--- config.mk ---
export PLATFORM = sky130hd
export DESIGN_NAME = uart_tx_serializer
export DESIGN_NICKNAME = d
export VERILOG_FILES = /design/src/rtl/uart_tx_serializer.sv
export SDC_FILE = /design/constraint.sdc
export NUM_CORES = 1
export LEC_CHECK = 0
export BUFFER_PORTS_ARGS = -buffer_cell sky130_fd_sc_hd__buf_2
export CAP_MARGIN = 20
export CORE_MARGIN = 5
export CORE_UTILIZATION = 55
export CTS_CLUSTER_SIZE = 10
export DETAILED_ROUTE_END_ITERATION = 10
export GPL_TIMING_DRIVEN = 0
export PLACE_DENSITY = 0.75
export RECOVER_POWER = 50
export SYNTH_ARGS = -nofsm -noshare
export SYNTH_HDL_FRONTEND = slang
export SYNTH_SLANG_ARGS = --single-unit
--- constraint.sdc ---
create_clock -name clock -period 2.4 [get_ports clock]
set_clock_uncertainty 0.15 [all_clocks]
set_input_delay 0.24 -clock clock [delete_from_list [all_inputs] [get_ports clock]]
set_output_delay 0.24 -clock clock [all_outputs]
set_load 0.01 [all_outputs]
--- src/rtl/uart_tx_serializer.sv ---
// UART transmitter that pops bytes from a non-showahead FIFO and sends 8N1 frames.
// The FIFO is popped in FETCH, and the byte is latched one cycle later, when the FIFO q is valid.
module uart_tx_serializer #(
  parameter int CLKS_PER_BIT = 434
) (
  input  logic       clock,
  input  logic       reset,
  input  logic       enable,
  input  logic       fifo_empty,
  input  logic [7:0] fifo_data,
  output logic       fifo_read,
  output logic       tx,
  output logic       busy,
  output logic       tx_done
);

  localparam int CNT_W = $clog2(CLKS_PER_BIT);
  localparam logic [CNT_W-1:0] CNT_LAST = CNT_W'(CLKS_PER_BIT - 1);

  typedef enum logic [2:0] {IDLE, FETCH, LATCH, START, DATA, STOP} state_t;

  state_t           state_q, state_d;
  logic [7:0]       shift_q, shift_d;
  logic [CNT_W-1:0] cnt_q, cnt_d;
  logic [2:0]       bit_q, bit_d;
  logic             tx_q, tx_d;
  logic             bit_end;

  assign bit_end = (cnt_q == CNT_LAST);

  always_ff @(posedge clock) begin
    if (!reset) begin
      state_q <= IDLE;
      shift_q <= 8'h00;
      cnt_q   <= '0;
      bit_q   <= 3'd0;
      tx_q    <= 1'b1;
    end else begin
      state_q <= state_d;
      shift_q <= shift_d;
      cnt_q   <= cnt_d;
      bit_q   <= bit_d;
      tx_q    <= tx_d;
    end
  end

  always_comb begin
    state_d   = state_q;
    shift_d   = shift_q;
    cnt_d     = cnt_q;
    bit_d     = bit_q;
    tx_d      = tx_q;
    fifo_read = 1'b0;
    tx_done   = 1'b0;
    case (state_q)
      IDLE: begin
        tx_d = 1'b1;
        if (enable && !fifo_empty) state_d = FETCH;
      end
      FETCH: begin
        fifo_read = 1'b1;
        state_d   = LATCH;
      end
      LATCH: begin
        shift_d = fifo_data;
        tx_d    = 1'b0;
        cnt_d   = '0;
        bit_d   = 3'd0;
        state_d = START;
      end
      START: begin
        if (bit_end) begin
          cnt_d   = '0;
          tx_d    = shift_q[0];
          shift_d = {1'b0, shift_q[7:1]};
          state_d = DATA;
        end else begin
          cnt_d = cnt_q + 1'b1;
        end
      end
      DATA: begin
        // The shift register always holds the next bit to send in bit 0.
        if (bit_end) begin
          cnt_d = '0;
          if (bit_q == 3'd7) begin
            tx_d    = 1'b1;
            state_d = STOP;
          end else begin
            bit_d   = bit_q + 3'd1;
            tx_d    = shift_q[0];
            shift_d = {1'b0, shift_q[7:1]};
          end
        end else begin
          cnt_d = cnt_q + 1'b1;
        end
      end
      STOP: begin
        if (bit_end) begin
          tx_done = 1'b1;
          cnt_d   = '0;
          state_d = IDLE;
        end else begin
          cnt_d = cnt_q + 1'b1;
        end
      end
      default: state_d = IDLE;
    endcase
  end

  assign tx   = tx_q;
  assign busy = (state_q != IDLE);

endmodule

==> qor.txt, run 1 <==
====================================================================================
Setup repair after global routing missed its margin                               no
DRC violation total after the first TritonRoute iteration                         65
Path type of the worst setup path                                            reg2out
Slew at the pin closest to its max-slew limit                               584.3 ps
Synthesized netlist net count                                                    200
Number of enable-type register cells in the synthesized netlist                    0
Maximum clock path buffer count                                                    2
Count of warnings emitted by yosys                                                 0
Max Clock Freq                                                             457.6 MHz
Number of nets still failing antenna checks after routing                          0
Die extent in y                                                             63.29 um
Power per cell area                                                     453.7 nW/um^2
Cell total after placement                                                       230
Count of buffers inserted at the top-level ports                                  15
Stage delay of the slowest cell on the critical path                          450 ps
Buffers and inverters on the worst path                                            3
Largest delay contributor family on the critical path                   buffers and inverters
Area of the core region                                                   2734 sq um
VDD IR-drop max                                                            0.3535 mV
Maximum capacitance violations                                                     0
Post-CTS resize count                                                              0
Clock tree from TritonCTS                                                      built
Number of standard cells in the final layout excluding fillers                   234
Cell count after synthesis                                                       184
Initial cell density of the core                                              57.12%
Final worst-path cycle share                                                  91.06%
Dominant register cell in the synthesized netlist                            dfxtp_1
Unique masters post-synth                                                         52
Clk Latency, worst-skew pair                                                  330 ps
Accumulated negative setup slack                                                0 ps
Slowest cell on crit path                                                    dfxtp_1
Detail Placement HPWL                                                       2.610 mm
Via count                                                                       1417
Overall die area                                                          4005 sq um
Status                                                                  complete, no violations
Share of layout cells above drive strength 1                                  14.78%
Worst hold margin                                                           111.9 ps
Number of detailed-route iterations in the first pass                              4
Pin count of the biggest net entering global routing                              14
Final Worst Setup Slack                                                     214.7 ps
Die outline width                                                           63.29 um
Number of fill cells in the layout                                               261
DRC violation count after routing                                                  0
CP Data Required Time                                                        2010 ps
Final max-slew violation count                                                     0
Num CTS Buffers                                                                    3
Tot GR Track Use                                                              18.43%
Number of failing setup endpoints in the final timing report                       0
Most used cell, CP                                                             buf_2
CP Data Arrival Time                                                         1800 ps
Worst Setup Start Kind                                                      register
Worst-case headroom to the max-slew limit                                     60.74%
TritonCTS sink count                                                              24
Number of antenna violations at the first check in global routing                  0
Global route total overflow                                                        0
Net count of the finished layout                                                 220
Portion of the post-synthesis area used by sequential elements                30.77%
Register bit total from synthesis                                                 24
HP Class                                                                      in2reg
Cell chain of the critical path                                         buf_2 > clkbuf_1 > nor3b_1 > buf_2
Weighted congestion at the end of routability-driven global placement         0.8763
Worst-path maximum fanout                                                         10
Standard-cell rows                                                                19
First-pass GRT wire length                                                  6.085 mm
Pre-CTS setup slack                                                         338.7 ps
Routed wire length                                                          3.463 mm
Hold-fix buffer count after cts                                                    0
Minimum period implied by the final worst setup slack                        2185 ps
Via count of the first global-routing pass                                      1364
Boundary pin count                                                                16
Average wire per standard cell                                              14.80 um
Post-CTS Setup Bufs                                                                0
Worst path depth                                                                   4
Routed vias/inst                                                               6.056
Cell area after synthesis                                                 1561 sq um
CTS clk-pin slew, worst paths                                                 130 ps
Area growth syn-to-layout                                                     7.612%
Syn_area_per_cell                                                        8.486 sq um
Final antenna diode count                                                          0
Total power draw                                                         0.0007624 W
Total count of hold-check failures in the final report                             0
Root buffer selected by CTS                                                 clkbuf_4
Type of destination of the critical path                                primary output
H-tree level count                                                                 1
Leak                                                                       0.6973 nW
Depth of the most critical reg-to-reg path                                         7
FFs w/ async S/R, synth                                                           0%
Worst hold path cell count                                                         4
====================================================================================
placed cells by master (no fill, tap or decap), types with 5 or more instances in the layout:
cell type  synthesis  final
mux2i_1            9      9
o21ai_0            8      8
a21oi_1            5      5
dfxtp_1           24     24
nand2_1           18     18
nor2_1            14     14
buf_2              2     16
nor3b_1            6      6
clkbuf_1           6      8
a31oi_1            5      5
nand3_1           10     11
layout make-up:
class                           count  area, sq um  share of cell area, %
Tap cell                           31        38.79                  2.308
Sequential cell                    24        480.5                  28.59
Timing Repair Buffer               15        73.82                  4.393
Inverter                            4        15.01                 0.8935
Multi-Input combinational cell    142        957.2                  56.96
Buffer                             14        78.83                  4.691
Clock buffer                        4        36.28                  2.159
sequential cells by signal (all words and copies together), names as in the netlist:
name,flops
shift_q,8
state_q,3
tx,1
cnt_q,9
bit_q,3
through the flow:
step | util [%] | instance area (sq um)
floorplan | - | 1562
global placement | 61.28 | 1675
detailed placement | 61.28 | 1675
CTS | 62.61 | 1712
global route | 61.46 | 1680
finish | 61.46 | 1680
worst min-delay path, cell delays in order:
cell,delay [ps]
buf_2,110
nand2b_1,70
o21ai_0,70
a21oi_1,60
cells by family (layout without fill, tap and decap cells):
family          after synthesis  in the layout  share of synthesized area [%]
compound gates               47             47                          22.20
xor+xnor                      4              4                          2.244
fa+ha+maj                     4              4                          3.205
buf+inv                      18             37                          6.249
flops                        24             24                          30.77
mux                          10             10                          6.491
simple gates                 77             77                          28.85
per-layer routing:
layer	vias up	track usage, %	routed length [um]
met5	-	0	0
met4	0	7.273	38
met3	3	3.020	158
met2	39	29.74	1644
met1	657	24.35	1621
li1	718	-	-
synthesized netlist by cell type (all sizes together) (3+ instances only):
cell,instances,share of area [%]
a21boi,4,1.9
a21oi,5,1.6
a22o,3,1.7
a31oi,5,2.0
and2,4,1.6
and3,4,1.6
buf,7,3.5
clkbuf,7,1.8
dfxtp,24,31
ha,4,3.2
inv,3,0.72
mux2i,9,5.8
nand2,18,4.3
nand2b,4,1.6
nand3,11,3.8
nor2,14,3.4
nor3,3,0.96
nor3b,6,2.9
o211ai,4,1.9
o21ai,12,3.8
o32a,4,2.6
final timing paths:
kind	slack, ps	end	from
worst max-delay path	210	fifo_read	state_q[0]$_SDFFE_PN0P_
worst max register to register	280	shift_q[7]$_SDFFE_PN0P_	bit_q[0]$_SDFFE_PN0P_
worst min register to register	340	shift_q[5]$_SDFFE_PN0P_	shift_q[5]$_SDFFE_PN0P_
worst min-delay path	110	tx$_SDFFE_PN1P_	reset
report_power, final:
group / switching [W] / internal [W] / leakage, nW
sequential: 0.00000977 / 0.000411 / 0.194
clock: 0.000131 / 0.0000930 / 0.0210
combinational: 0.0000651 / 0.0000527 / 0.482
(Power assumes the default switching activity.)
==> inputs of run 2 (changes only) <==
CORE_ASPECT_RATIO = 0.5   (was unset)
CORE_UTILIZATION = 34   (was 55)
PLACE_DENSITY = unset   (was 0.75)
==> run 2 against run 1 <==
Net effect: first-iteration DRC count increased by 110%; utilization is 22 points lower; highest routed layer unchanged; register-to-register slack about the same; combinational power barely moved; sequential share of layout area decreased by 0.87 points; critical path type is now reg2reg; critical path depth rose by 3; wire length increased by 6.6%; global-route usage is 5.8 points lower.
==> qor.txt, run 2 (synthesis results as in run 1) <==
====================================================================================
CP Data Required Time                                                        2450 ps   +440 ps
Slew at the pin closest to its max-slew limit                               522.6 ps   -61.75 ps
Number of fill cells in the layout                                               471   +80%
Boundary pin count                                                                16   unchanged
Maximum capacitance violations                                                     0   unchanged
DRC violation total after the first TritonRoute iteration                        137   +110%
Routed vias/inst                                                               5.448   -10%
Worst-path maximum fanout                                                         10   unchanged
Post-CTS Setup Bufs                                                                0   unchanged
HP Class                                                                      in2reg
Reg area                                                                 480.5 sq um   unchanged
Status                                                                  complete, no violations
Root buffer selected by CTS                                                 clkbuf_8
Worst-case headroom to the max-slew limit                                     64.89%   +4.1 points
Crit Reg-Reg Startpoint                                                 cnt_q[1]$_SDFFE_PN0P_
Tot GR Track Use                                                              12.64%   -5.8 points
Final max-slew violation count                                                     0   unchanged
Worst-case register-to-register setup slack                                   270 ps   about the same
Clk Latency, worst-skew pair                                                  270 ps   -60 ps
Total power draw                                                         0.0007811 W   +2.4%
Total count of hold-check failures in the final report                             0   unchanged
Pin count of the biggest net entering global routing                              13   -1
Standard-cell rows                                                                17   -2
Depth of the most critical reg-to-reg path                                         7   unchanged
Maximum clock path buffer count                                                    2   unchanged
End point of the worst hold path                                        tx$_SDFFE_PN1P_
Number of standard cells in the final layout excluding fillers                   259   +11%
Number of flip-flops in the largest register                                       9   unchanged
Accumulated negative setup slack                                                0 ps   unchanged
Count of buffers inserted at the top-level ports                                  15   unchanged
Die extent in y                                                             57.92 um   -8.5%
Worst flop-to-flop path endpoint                                        cnt_q[5]$_SDFFE_PN0P_
Biggest regs                                                            cnt_q x9, shift_q x8
Cell total after placement                                                       256   +11%
Clock tree from TritonCTS                                                      built
Area growth syn-to-layout                                                     10.98%
Via count                                                                       1411   -0.42%
Leak                                                                       0.6934 nW   -0.56%
Net count of the finished layout                                                 220   unchanged
Number of detailed-route iterations in the first pass                              4   unchanged
TritonCTS sink count                                                              24   unchanged
Share of layout cells above drive strength 1                                  14.85%   +0.073 points
Commonest non-fill, non-tap cell in the layout                               dfxtp_1
Overall die area                                                          6130 sq um   +53%
Area of the core region                                                   4424 sq um   +62%
Via count of the first global-routing pass                                      1325   -2.9%
CTS clk-pin slew, worst paths                                                  80 ps   -50 ps
Number of failing setup endpoints in the final timing report                       0   unchanged
First-pass GRT wire length                                                  6.403 mm   +5.2%
Setup repair after global routing missed its margin                               no
H-tree level count                                                                 1   unchanged
Power per cell area                                                     450.7 nW/um^2   -0.66%
VDD IR-drop max                                                            0.1778 mV   -50%
Most used cells in the layout excluding fill and tap cells              dfxtp_1, nand2_1, buf_2
Type of destination of the critical path                                    register
Most flops, register                                                           cnt_q
Hold-fix buffer count after cts                                                    0   unchanged
Number of nets still failing antenna checks after routing                          0   unchanged
Worst Setup Start Kind                                                      register
Average wire per standard cell                                              14.25 um   -3.7%
Post-layout utilization of the core                                           39.17%   -22 points
CP Data Arrival Time                                                         2180 ps   +380 ps
Die outline width                                                           105.8 um   +67%
Max Clock Freq                                                             468.9 MHz   +2.5%
Weighted congestion at the end of routability-driven global placement         0.7708   -12%
Num CTS Buffers                                                                    3   unchanged
Minimum period implied by the final worst setup slack                        2133 ps   -52.75 ps
Post-CTS resize count                                                              0   unchanged
Worst hold path cell count                                                         3   -1
Number of antenna violations at the first check in global routing                  0   unchanged
Path type of the worst setup path                                            reg2reg
Final worst-path cycle share                                                  88.86%   -2.2 points
Origin of the worst min-delay path                                             reset
Initial cell density of the core                                              35.29%   -22 points
Worst hold margin                                                           193.8 ps   +81.86 ps
DRC violation count after routing                                                  0   unchanged
Area of the multi-input gates                                            979.7 sq um   +2.4%
Final antenna diode count                                                          0   unchanged
Detail Placement HPWL                                                       2.770 mm   +6.1%
Global route total overflow                                                        0   unchanged
Routed wire length                                                          3.691 mm   +6.6%
====================================================================================
-- run 2: worst max path at each step --
stage | depth (start not counted) | slack (ps) | start | to
5_1_grt | 7 | 90 | cnt_q[1]$_SDFFE_PN0P_ | cnt_q[5]$_SDFFE_PN0P_
3_3_place_gp | 7 | 280 | bit_q[0]$_SDFFE_PN0P_ | shift_q[7]$_SDFFE_PN0P_
6_report | 7 | 270 | cnt_q[1]$_SDFFE_PN0P_ | cnt_q[5]$_SDFFE_PN0P_
2_1_floorplan | 7 | 510 | bit_q[0]$_SDFFE_PN0P_ | shift_q[7]$_SDFFE_PN0P_
3_5_place_dp | 7 | 300 | bit_q[0]$_SDFFE_PN0P_ | shift_q[7]$_SDFFE_PN0P_
4_1_cts | 7 | 250 | bit_q[0]$_SDFFE_PN0P_ | shift_q[7]$_SDFFE_PN0P_
-- run 2: metrics by stage --
step                instance area [sq um]  worst slack [ps]
floorplan                            1562             506.9
CTS                                  1749             254.8
global route                         1733             92.03
global placement                     1708             277.3
finish                               1733             267.4
detailed placement                   1708             301.0
-- run 2: where the power goes --
group	total (W)	internal (W)	switching, W	leakage, nW
logic	0.000120	0.0000526	0.0000669	0.477
registers	0.000420	0.000410	0.0000103	0.194
clock network	0.000241	0.000112	0.000129	0.0216
-- run 2: worst max-delay path, cell delays in order, from the launching register on --
cell	delay (ps)
dfxtp_1	370
inv_1	60
ha_1	190
and4b_1	280
a221oi_4	320
clkbuf_1	380
a41oi_1	170
a31oi_1	150
-- run 2: metal layers --
metal	GRT usage, %	routed length [um]
met5	0	0
met4	2.768	44
met3	2.558	164
met2	19.57	1600
met1	18.22	1881
-- run 2: layout make-up --
type	count	share of cell area [%]
buffer	14	4.116
clock buffer	3	2.383
inverter	4	0.8664
multi-input combinational	142	56.53
sequential	24	27.73
tap	57	4.116
timing repair buffer	15	4.260
==> inputs of run 3 (changes only) <==
CAP_MARGIN = 40   (was 20)
CORE_UTILIZATION = 25   (was 34)
==> run 3 against run 2 <==
Net effect: combinational power hardly changed; fmax up 2.6%; wire length down 2.2%; sequential power about the same; clock-buffer cell count is the same; die area is 31% higher; final cell count is 12% higher; via count rose by 0.92%; critical path depth stayed put; global-route usage shrank 3.0 points.
==> qor.txt, run 3 (synthesis results as in run 1) <==
====================================================================================
Status                                                                  complete, no violations
Max Clock Freq                                                             481.3 MHz   +2.6%
Worst-case headroom to the max-slew limit                                     58.73%   -6.2 points
TritonCTS sink count                                                              24   unchanged
Count of buffers inserted at the top-level ports                                  15   unchanged
Biggest regs                                                            cnt_q x9, shift_q x8
CTS clk-pin slew, worst paths                                                  70 ps   about the same
Share of layout cells above drive strength 1                                  14.85%   unchanged
Area of the core region                                                   6056 sq um   +37%
Cell total after placement                                                       287   +12%
Clk Latency, worst-skew pair                                                  260 ps   about the same
Most flops, register                                                           cnt_q
Initial cell density of the core                                              25.79%   -9.5 points
Via count                                                                       1424   +0.92%
Die outline width                                                           121.8 um   +15%
CP Data Arrival Time                                                         2080 ps   -100 ps
Worst flop-to-flop path endpoint                                        shift_q[7]$_SDFFE_PN0P_
CP Data Required Time                                                        2400 ps   -50 ps
Path type of the worst setup path                                            reg2reg
Stage delay of the slowest cell on the critical path                          360 ps   -20 ps
Type of destination of the critical path                                    register
Minimum period implied by the final worst setup slack                        2078 ps   -55.02 ps
Worst-case register-to-register setup slack                                   320 ps   +60 ps
Net count of the finished layout                                                 220   unchanged
Clock tree from TritonCTS                                                      built
Total non-filler cell area in the finished layout                         1795 sq um   +3.6%
Final worst-path cycle share                                                  86.56%   -2.3 points
Placement-stage cell area                                                 1747 sq um   +2.3%
Die extent in y                                                             65.89 um   +14%
Worst Setup Start Kind                                                      register
Maximum capacitance violations                                                     0   unchanged
Setup repair after global routing missed its margin                               no
Post-CTS Setup Bufs                                                                0   unchanged
Global route total overflow                                                        0   unchanged
Routed vias/inst                                                               4.910   -9.9%
DRC violation count after routing                                                  0   unchanged
Post-CTS resize count                                                              0   unchanged
Number of detailed-route iterations in the first pass                              4   unchanged
Overall die area                                                          8022 sq um   +31%
Tot GR Track Use                                                              9.612%   -3.0 points
Pin count of the biggest net entering global routing                              13   unchanged
Number of antenna violations at the first check in global routing                  0   unchanged
Worst Setup EP                                                          shift_q[7]$_SDFFE_PN0P_
Num CTS Buffers                                                                    3   unchanged
Number of standard cells in the final layout excluding fillers                   290   +12%
HP Class                                                                      in2reg
Boundary pin count                                                                16   unchanged
Average wire per standard cell                                              12.44 um   -13%
Number of failing setup endpoints in the final timing report                       0   unchanged
Most used cell, CP                                                              ha_1
Accumulated negative setup slack                                                0 ps   unchanged
DRC violation total after the first TritonRoute iteration                        126   -8.0%
Via count of the first global-routing pass                                      1356   +2.3%
Crit Reg-Reg Startpoint                                                 bit_q[0]$_SDFFE_PN0P_
Worst-path maximum fanout                                                          8   -2
Cell chain of the critical path                                         ha_1 > ha_1 > nor4b_2 > nand3_2 > a21boi_1 > buf_6 > a31o_1
Hold-fix buffer count after cts                                                    0   unchanged
Commonest non-fill, non-tap cell in the layout                               dfxtp_1
Leak                                                                       0.7133 nW   +2.9%
Launching instance or port of the critical path                         bit_q[0]$_SDFFE_PN0P_
VDD IR-drop max                                                            0.2307 mV   +30%
Power per cell area                                                     504.7 nW/um^2   +12%
Final antenna diode count                                                          0   unchanged
Post-layout utilization of the core                                           29.65%   -9.5 points
Weighted congestion at the end of routability-driven global placement         0.7945   +3.1%
Total count of hold-check failures in the final report                             0   unchanged
H-tree level count                                                                 1   unchanged
Standard-cell rows                                                                20   +3
Detail Placement HPWL                                                       2.699 mm   -2.6%
Worst hold path cell count                                                         3   unchanged
Number of flip-flops in the largest register                                       9   unchanged
Area growth syn-to-layout                                                     14.98%
Depth of the most critical reg-to-reg path                                         7   unchanged
First-pass GRT wire length                                                  6.292 mm   -1.7%
Slew at the pin closest to its max-slew limit                               614.4 ps   +91.79 ps
Routed wire length                                                          3.609 mm   -2.2%
Maximum clock path buffer count                                                    2   unchanged
Most used cells in the layout excluding fill and tap cells              dfxtp_1, nand2_1, buf_2
Slowest cell on crit path                                                    nor4b_2
Final max-slew violation count                                                     0   unchanged
Number of nets still failing antenna checks after routing                          0   unchanged
Root buffer selected by CTS                                                clkbuf_16
====================================================================================
## run 3: worst min-delay path by stage
stage / from / to / slack, ps
after CTS: reset / tx$_SDFFE_PN1P_ / 200
final: reset / tx$_SDFFE_PN1P_ / 210
after floorplan: shift_q[6]$_SDFFE_PN0P_ / shift_q[6]$_SDFFE_PN0P_ / 280
after detailed placement: shift_q[4]$_SDFFE_PN0P_ / shift_q[4]$_SDFFE_PN0P_ / 310
after global routing: reset / tx$_SDFFE_PN1P_ / 210
after global placement: shift_q[4]$_SDFFE_PN0P_ / shift_q[4]$_SDFFE_PN0P_ / 300
## run 3: cell type report
class,count,area [sq um]
multi-input combinational,142,962.2
clock buffer,3,75.07
buffer,14,78.83
inverter,4,15.01
tap,88,110.1
timing repair buffer,15,73.82
sequential,24,480.5
fill,679,4260
## run 3: where the power goes
part           internal, W  switching [W]  leakage (nW)
combinational    0.0000526      0.0000659         0.482
clock             0.000221       0.000146        0.0370
sequential        0.000411     0.00000984         0.194
## run 3: routing by layer
metal | part of all wire [%] | wire length (um) | up-vias | GRT usage, %
met3 | 4.2 | 151 | 4 | 2.137
met4 | 1.2 | 42 | 0 | 2.933
met1 | 51 | 1858 | 675 | 12.99
li1 | - | - | 714 | -
met2 | 43 | 1557 | 31 | 15.32
met5 | 0 | 0 | - | 0
## run 3: worst max-delay path: cells and delay by family (launching register included)
kind,cells,cell delay [ps]
AO/OA/AOI/OAI,2,390
adder cells (fa/ha/maj),2,420
buffers and inverters,1,160
flip-flops,1,320
AND/OR/NAND/NOR,2,530
## run 3: stage by stage
stage,hold WS [ps],total power [W],worst slack (ps)
2_1_floorplan,284.3,0.0005121,506.9
3_3_place_gp,296.7,0.0005466,334.8
3_5_place_dp,307.2,0.0005490,339.8
4_1_cts,198.5,0.0009141,318.7
5_1_grt,211.6,0.0009437,200.4
6_report,206.3,0.0009062,322.4
